[src/rtl/add_seq_ctrl.sv]
// Word-serial multi-precision adder: one 32-bit carry-skip adder reused WORDS times, LSW first.
// Optional subtraction (A-B) is enabled by defining ADD_SEQ_SUB_EN.
module carry_skip4_32bits (
    input  logic [31:0] a,
    input  logic [31:0] b,
    input  logic        cin,
    output logic [31:0] s,
    output logic        cout
);
    logic       blk_c;
    logic       rip_c;
    logic [3:0] prop;

    // 4-bit ripple blocks; a fully propagating block forwards its carry-in directly
    always_comb begin
        s     = '0;
        blk_c = cin;
        rip_c = 1'b0;
        prop  = '0;
        for (int g = 0; g < 8; g++) begin
            rip_c = blk_c;
            for (int k = 0; k < 4; k++) begin
                prop[k]     = a[4*g+k] ^ b[4*g+k];
                s[4*g+k]    = prop[k] ^ rip_c;
                rip_c       = (a[4*g+k] & b[4*g+k]) | (prop[k] & rip_c);
            end
            blk_c = (&prop) ? blk_c : rip_c;
        end
        cout = blk_c;
    end
endmodule

module add_seq_ctrl #(
    parameter int WIDTH = 32,
    parameter int WORDS = 4
) (
    input  logic                   clk,
    input  logic                   rst_n,
    input  logic                   in_valid,
    output logic                   in_ready,
    input  logic [WIDTH*WORDS-1:0] a,
    input  logic [WIDTH*WORDS-1:0] b,
    input  logic                   cin,
`ifdef ADD_SEQ_SUB_EN
    input  logic                   sub,
`endif
    output logic                   out_valid,
    input  logic                   out_ready,
    output logic [WIDTH*WORDS-1:0] sum,
    output logic                   cout,
    output logic                   ovf,
    output logic                   busy
);
    localparam int IDX_W = $clog2(WORDS);
    localparam logic [IDX_W-1:0] LAST = IDX_W'(WORDS - 1);

    if (WIDTH != 32) begin : g_bad_width
        $error("add_seq_ctrl: WIDTH must equal the 32-bit adder width");
    end
    if (WORDS < 2 || WORDS > 16) begin : g_bad_words
        $error("add_seq_ctrl: WORDS must be in 2..16");
    end

    typedef enum logic [1:0] {IDLE, RUN, DONE} state_t;

    state_t                         state_q, state_d;
    logic   [IDX_W-1:0]             idx_q;
    logic                           carry_q;
    logic   [WORDS-1:0][WIDTH-1:0]  a_q, b_q, sum_w;
    logic                           accept;
    logic                           cin_eff;
    logic   [WIDTH-1:0]             a_word, b_eff, s_word;
    logic                           c_word;

    assign sum = sum_w;

`ifdef ADD_SEQ_SUB_EN
    logic sub_q;
    assign cin_eff = sub ? 1'b1 : cin;
    assign b_eff   = sub_q ? ~b_q[idx_q] : b_q[idx_q];
`else
    assign cin_eff = cin;
    assign b_eff   = b_q[idx_q];
`endif
    assign a_word = a_q[idx_q];

    carry_skip4_32bits u_add (
        .a    (a_word),
        .b    (b_eff),
        .cin  (carry_q),
        .s    (s_word),
        .cout (c_word)
    );

    // Operand capture: data only, no reset needed
    always_ff @(posedge clk) begin
        if (accept) begin
            a_q <= a;
            b_q <= b;
`ifdef ADD_SEQ_SUB_EN
            sub_q <= sub;
`endif
        end
    end

    always_ff @(posedge clk or negedge rst_n) begin
        if (!rst_n) begin
            state_q <= IDLE;
            idx_q   <= '0;
            carry_q <= 1'b0;
            sum_w   <= '0;
            cout    <= 1'b0;
            ovf     <= 1'b0;
        end else begin
            state_q <= state_d;
            case (state_q)
                IDLE: begin
                    if (accept) begin
                        idx_q   <= '0;
                        carry_q <= cin_eff;
                    end
                end
                RUN: begin
                    sum_w[idx_q] <= s_word;
                    carry_q      <= c_word;
                    idx_q        <= idx_q + IDX_W'(1);
                    if (idx_q == LAST) begin
                        idx_q <= '0;
                        cout  <= c_word;
                        ovf   <= (a_word[WIDTH-1] == b_eff[WIDTH-1]) &&
                                 (s_word[WIDTH-1] != a_word[WIDTH-1]);
                    end
                end
                default: ;
            endcase
        end
    end

    always_comb begin
        state_d = state_q;
        case (state_q)
            IDLE:    if (in_valid) state_d = RUN;
            RUN:     if (idx_q == LAST) state_d = DONE;
            DONE:    if (out_ready) state_d = IDLE;
            default: state_d = IDLE;
        endcase
    end

    always_comb begin
        in_ready  = 1'b0;
        out_valid = 1'b0;
        busy      = 1'b0;
        case (state_q)
            IDLE:    in_ready = 1'b1;
            RUN:     busy = 1'b1;
            DONE: begin
                busy      = 1'b1;
                out_valid = 1'b1;
            end
            default: ;
        endcase
        accept = in_valid && in_ready;
    end
endmodule

[config.mk]
export PLATFORM = sky130hd
export DESIGN_NAME = add_seq_ctrl
export DESIGN_NICKNAME = d
export VERILOG_FILES = /design/src/rtl/add_seq_ctrl.sv
export SDC_FILE = /design/constraint.sdc
export NUM_CORES = 1
export LEC_CHECK = 0
export BUFFER_PORTS_ARGS = -buffer_cell sky130_fd_sc_hd__buf_2
export CORE_MARGIN = 1
export CORE_UTILIZATION = 51
export DETAILED_ROUTE_END_ITERATION = 10
export PLACE_DENSITY = 0.77
export SLEW_MARGIN = 10
export SYNTH_ARGS = -nofsm -noshare
export SYNTH_HDL_FRONTEND = slang
export SYNTH_SLANG_ARGS = --single-unit
[constraint.sdc]
create_clock -name clk -period 23.3 [get_ports clk]
set_clock_uncertainty 0.2 [all_clocks]
set_input_delay 4.66 -clock clk [delete_from_list [all_inputs] [get_ports clk]]
set_output_delay 4.66 -clock clk [all_outputs]
set_load 0.03 [all_outputs]
Word level (Yosys, flattened, before mapping) --
Index checks and enable logic that the tools add are counted.
Cells by class: add/subtract/negate cells 1, $mul 0, div/mod/pow operators 0, $lt $le $gt $ge 2, eq/ne operators 9, shift-type cells 0, multiplexer cells 27, bitwise gates (word level) 160, reductions and logical operators 17
Operators with widths (count):
- 32-bit binary-select mux with 2-bit select | 2
- 128-bit bitwise mux | 1
- 32-bit two-way mux | 3
- 1-bit AND | 64
- 32-bit demux with 2-bit select | 1
- 1-bit XOR | 64
- 1-bit OR | 32
- 4-bit AND reduction | 8
- 1-bit two-way mux | 12
- 2-bit two-way mux | 5
- 2-bit != test, second input constant | 4
- 2-bit one-hot mux with 3 select lines | 1
- 2-bit equality test, second input constant | 2
- 2-bit one-hot mux with 2 select lines | 1
- 2-bit AND reduction | 2
- 1-bit logical AND | 3
- 2-bit by 3-bit less-than comparator with 1-bit output, second input constant | 1
- 3-bit AND reduction | 1
- 2-bit by 1-bit adder with 2-bit output, second input constant | 1
- 2-bit by 1-bit equality test with 1-bit output, second input constant | 1
- 2-bit by 1-bit >= comparator with 1-bit output, second input constant | 1
- 2-bit logical NOT | 1
- 1-bit one-hot mux with 2 select lines | 1
- 2-bit nonzero test | 1
- 3 further kinds | 3
Word-level totals: bits in registers 391, latch bits 0, bits in writable memories 0, bits in read-only memories 0, input port bits 261, output and inout port bits 133, logic and storage cells 233, memories kept 0

Longest topological paths before layout --
word-level depth 76, gate-level depth with buffers 54, depth with buffers taken out 52

By module --
From an unflattened synthesis, not the netlist that was laid out.
Unflattened totals: cell total of the unflattened synthesis 753, area, all modules 15648.8 sq um
By module, submodules not included:
- add_seq_ctrl | times used 1, cells an instance 650, area each 14387.5 sq um, sequential area each 11065.6 sq um
- carry_skip4_32bits | times used 1, cells an instance 103, area each 1261.2 sq um, sequential area each 0.0 sq um

Worst setup path before layout --
No wires, ideal clock.
path kind reg2reg, start reg idx_q[0], end reg ovf, setup time 92 ps, arrival time 16681 ps, required time 23008 ps, path slack 6328 ps, cell stages (with the launch flop) 52, path buffers 3, clock period less this slack 16972 ps, path through dfrtp_1 -> buf_6 -> buf_6 -> buf_2 -> mux4_2 -> fa_1 -> fa_1 -> fa_1 -> mux2_2 -> fa_1 -> fa_1 -> fa_1 -> fa_1 -> a41oi_1 -> nor2_1 -> fa_1 -> fa_1 -> fa_1 -> [... 16 more ...] -> fa_1 -> fa_1 -> fa_1 -> a41oi_1 -> a21oi_1 -> fa_1 -> fa_1 -> fa_1 -> fa_1 -> a21oi_1 -> nor2_1 -> fa_1 -> fa_1 -> fa_1 -> inv_1 -> fa_1 -> xor2_1 -> o31ai_2
On the way: longest elaborated chain between the ends 75, elaborated cells between the ends (all ways) 149, those cells by class eq/ne: 3; mux: 11; bitwise: 126; reduce/logical: 9
RTL lines:
- start: declaration | RTL line 67 | logic [IDX_W-1:0] idx_q;
- start signal: assignment | RTL line 126 | idx_q <= idx_q + IDX_W'(1);
- 32-bit binary-select mux with 2-bit select (on tied branches) | RTL line 85, 83
- 32-bit two-way mux (on tied branches) | RTL line 85, 83
- 1-bit XOR | RTL line 23 | prop[k] = a[4*g+k] ^ b[4*g+k];
- 1-bit AND | RTL line 25 | rip_c = (a[4*g+k] & b[4*g+k]) | (prop[k] & rip_c);
- 1-bit OR | RTL line 25
- 1-bit AND | RTL line 25
- 1-bit OR | RTL line 25
- 1-bit AND | RTL line 25
- [... 59 more ...]
- 1-bit OR | RTL line 25
- 1-bit AND | RTL line 25
- 1-bit OR | RTL line 25
- 1-bit AND | RTL line 25
- 1-bit OR | RTL line 25
- 1-bit XOR | RTL line 24 | s[4*g+k] = prop[k] ^ rip_c;
- 1-bit != test | RTL line 131 | (s_word[WIDTH-1] != a_word[WIDTH-1]);
- 1-bit logical AND | RTL line 130 | ovf <= (a_word[WIDTH-1] == b_eff[WIDTH-1]) &&
- end signal: assignment | RTL line 130
- end: declaration | RTL line 51 | output logic ovf,
Several ways; a longest one is shown, not always the timed one. The select of a mux whose other input is x is not followed. A chain may end at the register's enable or synchronous reset.

Worst setup path in the final report --
Ends and elaborated chain as after synthesis.

==> metrics.md <==
| Metric | Value |
|---|---|
| Outcome | completed |
| CP max stage delay | 0.61 ns |
| Mapped Area | 15,600 µm² |
| Peak supply drop | 0.0884 mV |
| Setup TNS Final | 0 ns |
| P_int | 1.91 mW |
| Gr usage total | 22.9% |
| XOR/XNOR share of the synthesized area | 0.0561% |
| Routability cong. | 0.806 |
| Reg power frac | 34.3% |
| Synth Net Count | 1,096 |
| P_leak | 8.05 nW |
| Mux cell area share after synthesis | 18.0% |
| Via density | 5.36 |
| Synth warn | 0 |
| # resized after CTS | 0 |
| Initial Utilization | 52.3% |
| DP HPWL | 25.7 mm |
| Die Y | 177 µm |
| Worst-Margin Slew | 1.09 ns |
| Via Count | 8,600 |
| Top_reg_cell synth | edfxtp_1 |
| Routed wire length | 35.5 mm |
| Hold WS | 0.279 ns |
| Most frequent cell after synthesis | edfxtp_1 |
| Reg clk slew, reported paths | 0.06 ns |
| Antenna Nets Post-Route | 0 |
| FILL cells | 2,078 |
| Clock power frac | 20.8% |
| Worst EP arrival | 18.82 ns |
| Total of max-cap violations | 0 |
| Highest-delay cell along the critical path | mux4_2 |
| Synth Area in Compound Gates | 1.22% |
| Main combinational cell family by area after synthesis | multiplexers |
| Mean area per synthesized cell | 20.4 µm² |
| Hold Vio Cnt, Final | 0 |
| CTS Buffer Depth | 3 |
| Design Power | 3.12 mW |
| Sw power | 1.21 mW |
| Post-synth top area share | 49.2% |
| Final max-slew violation count | 0 |
| DRT iter0 DRCs | 648 |
| Kind of critical path | reg -> reg |
| Antenna violations before repair | 4 |
| Vias in the first global route | 8,990 |
| CTS root buf | clkbuf_16 |
| Register area share after synthesis | 70.9% |
| List of most frequent post-synthesis cells | 256 x edfxtp_1, 135 x dfrtp_1, 122 x mux2_2 |
| Post-synth EDFFs | 256 |
| Register bit total from synthesis | 391 |
| Non-filler instance count after layout | 1,604 |
| CP Launch Type | flop |
| Area Overhead vs Synth | 24.0% |
| Avg WL per Cell | 22.1 µm |
| Hold bufs inserted after CTS | 0 |
| Worst-path maximum fanout | 35 |
| Setup Viol. Count Final | 0 |
| DRC viols | 0 |
| First-pass GRT wire length | 52.5 mm |
| Comb power frac | 44.9% |
| Synth cell types | 32 |
| Pwr Density | 161 nW/µm² |
| CTS H-tree depth | 2 |
| Fmax | 0.0538 GHz |
| # Post-CTS Setup Buffers | 0 |
| Hold Crit Class | reg -> reg |
| Final period utilization | 79.8% |
| Adder-Cell Fraction of Synth Area | 7.23% |
| Async set-reset flop share out of synthesis | 34.5% |
| Largest net degree at the start of global routing | 89 |
| Fraction of layout cells with a size suffix above 1 | 54.0% |
| Slew HR | 27.1% |
| Crit path top cell by count | fa_1 |
| Crit. End Element | flop |
| Largest area contributor in the netlist | edfxtp_1 |
| Final net count | 1,510 |
| Die X | 177 µm |
| Core area | 29,900 µm² |
| Skew-Pair Late Insertion Delay | 0.53 ns |
| Design area | 19,400 µm² |
| RSZ-0062 raised after global routing | no |
| DIE AREA | 31,300 µm² |
| Sw Share | 38.8% |
| First-pass iteration count of the detailed router | 4 |
| Worst Path Required | 23.52 ns |
| IO Pins | 394 |
| Total CTS buffers | 40 |
| Syn Inst Count | 764 |
| Site Rows | 63 |
| Placed cell count | 1,526 |
| Post-DP Area | 18,000 µm² |
| Fin crit period | 18.60 ns |
| Total gr overflow | 0 |
| TritonCTS clock tree | yes |
| PortBufs | 393 |
| Simple-Gate Fraction of Synth Area | 1.22% |
| Main area contributors after synthesis | edfxtp_1 49%, dfrtp_1 22%, mux4_2 9.2%, mux2_2 8.8%, fa_1 4.1% |
| Clk sink count | 391 |
worst max-delay path, delay by kind of cell, from the launching register on:
kind,cells,cell delay [ns]
buffers and inverters,5,0.93
and+or+nand+nor,5,0.51
DFF,1,0.53
xor gates and xnor gates,1,0.20
adders and majority gates,32,13.80
muxes,2,0.95
AOI/OAI and AO/OA,7,1.32
layout by cell type (no fill, tap or decap), types with 4 or more instances in the layout:
master / n
a21oi_1: 10
nor2_1: 9
clkinv_2: 4
buf_2: 392
dfrtp_1: 133
diode_2: 4
o21ai_0: 9
mux4_2: 64
clkbuf_16: 44
nand2_2: 4
edfxtp_1: 256
nand4_1: 7
ha_1: 39
nand2_1: 15
clkbuf_8: 4
buf_4: 7
mux2_2: 122
clkinv_1: 4
fa_1: 32
inv_1: 16
clkbuf_1: 12
power by group through the flow:
stage	Sequential [mW]	Clock (mW)	Combinational, mW
final	1.07	0.650	1.40
after global routing	1.09	0.687	1.52
after CTS	1.07	0.661	1.42
after detailed placement	1.09	0	1.42
after global placement	1.08	0	1.38
after floorplan	1.30	0	0.760
flip-flops by register name, indices dropped and copies added (netlist names):
signal / flops
carry_q: 1
state_q: 2
ovf: 1
a_q: 128
idx_q: 2
cout: 1
sum: 128
b_q: 128
metrics by stage:
stage          setup WS (ns)  utilization [%]
3_5_place_dp            4.66             60.2
6_report                4.70             64.8
5_1_grt                 3.74             64.8
3_3_place_gp            4.99             60.2
2_1_floorplan           6.33                -
4_1_cts                 4.63             64.8
cell type report:
type	count	area, µm²	share of cell area (%)
Clock buffer	60	1200	6.20
Multi-Input combinational cell	329	4350	22.4
Antenna cell	4	10.0	0.0517
Clock inverter	14	158	0.814
Tap cell	390	488	2.52
Inverter	16	60.1	0.310
Sequential cell	391	11100	57.2
Timing Repair Buffer	400	2030	10.5
layer usage:
| metal | vias up | wire [µm] | track usage [%] |
|---|---|---|---|
| met2 | 364 | 17900 | 37.8 |
| met5 | - | 0 | 0 |
| met1 | 4368 | 13900 | 29.6 |
| met4 | 0 | 1310 | 8.91 |
| li1 | 3791 | - | - |
| met3 | 77 | 2420 | 5.03 |
cells by family (layout without fill, tap and decap cells):
kind of cell	count (synthesis)	in the layout
buffers and inverters	44	490
muxes	186	186
and+or+nand+nor	41	41
DFF	391	391
adders and majority gates	71	71
xor gates and xnor gates	1	1
other	0	4
AOI/OAI and AO/OA	30	30
final timing paths:
kind                       startpoint  endpoint  slack [ns]  cells past startpoint
max                          idx_q[0]       ovf        4.70                     52
min                           sum[64]   sum[64]        0.28                      2
max reg2reg                  idx_q[0]       ovf        4.70                     52
min reg2reg                   sum[64]   sum[64]        0.28                      2
max in group asynchronous       rst_n  idx_q[1]       17.70                      2
min in group asynchronous       rst_n   sum[11]        4.00                      1
No activity file was read; power rests on OpenSTA's default activity.
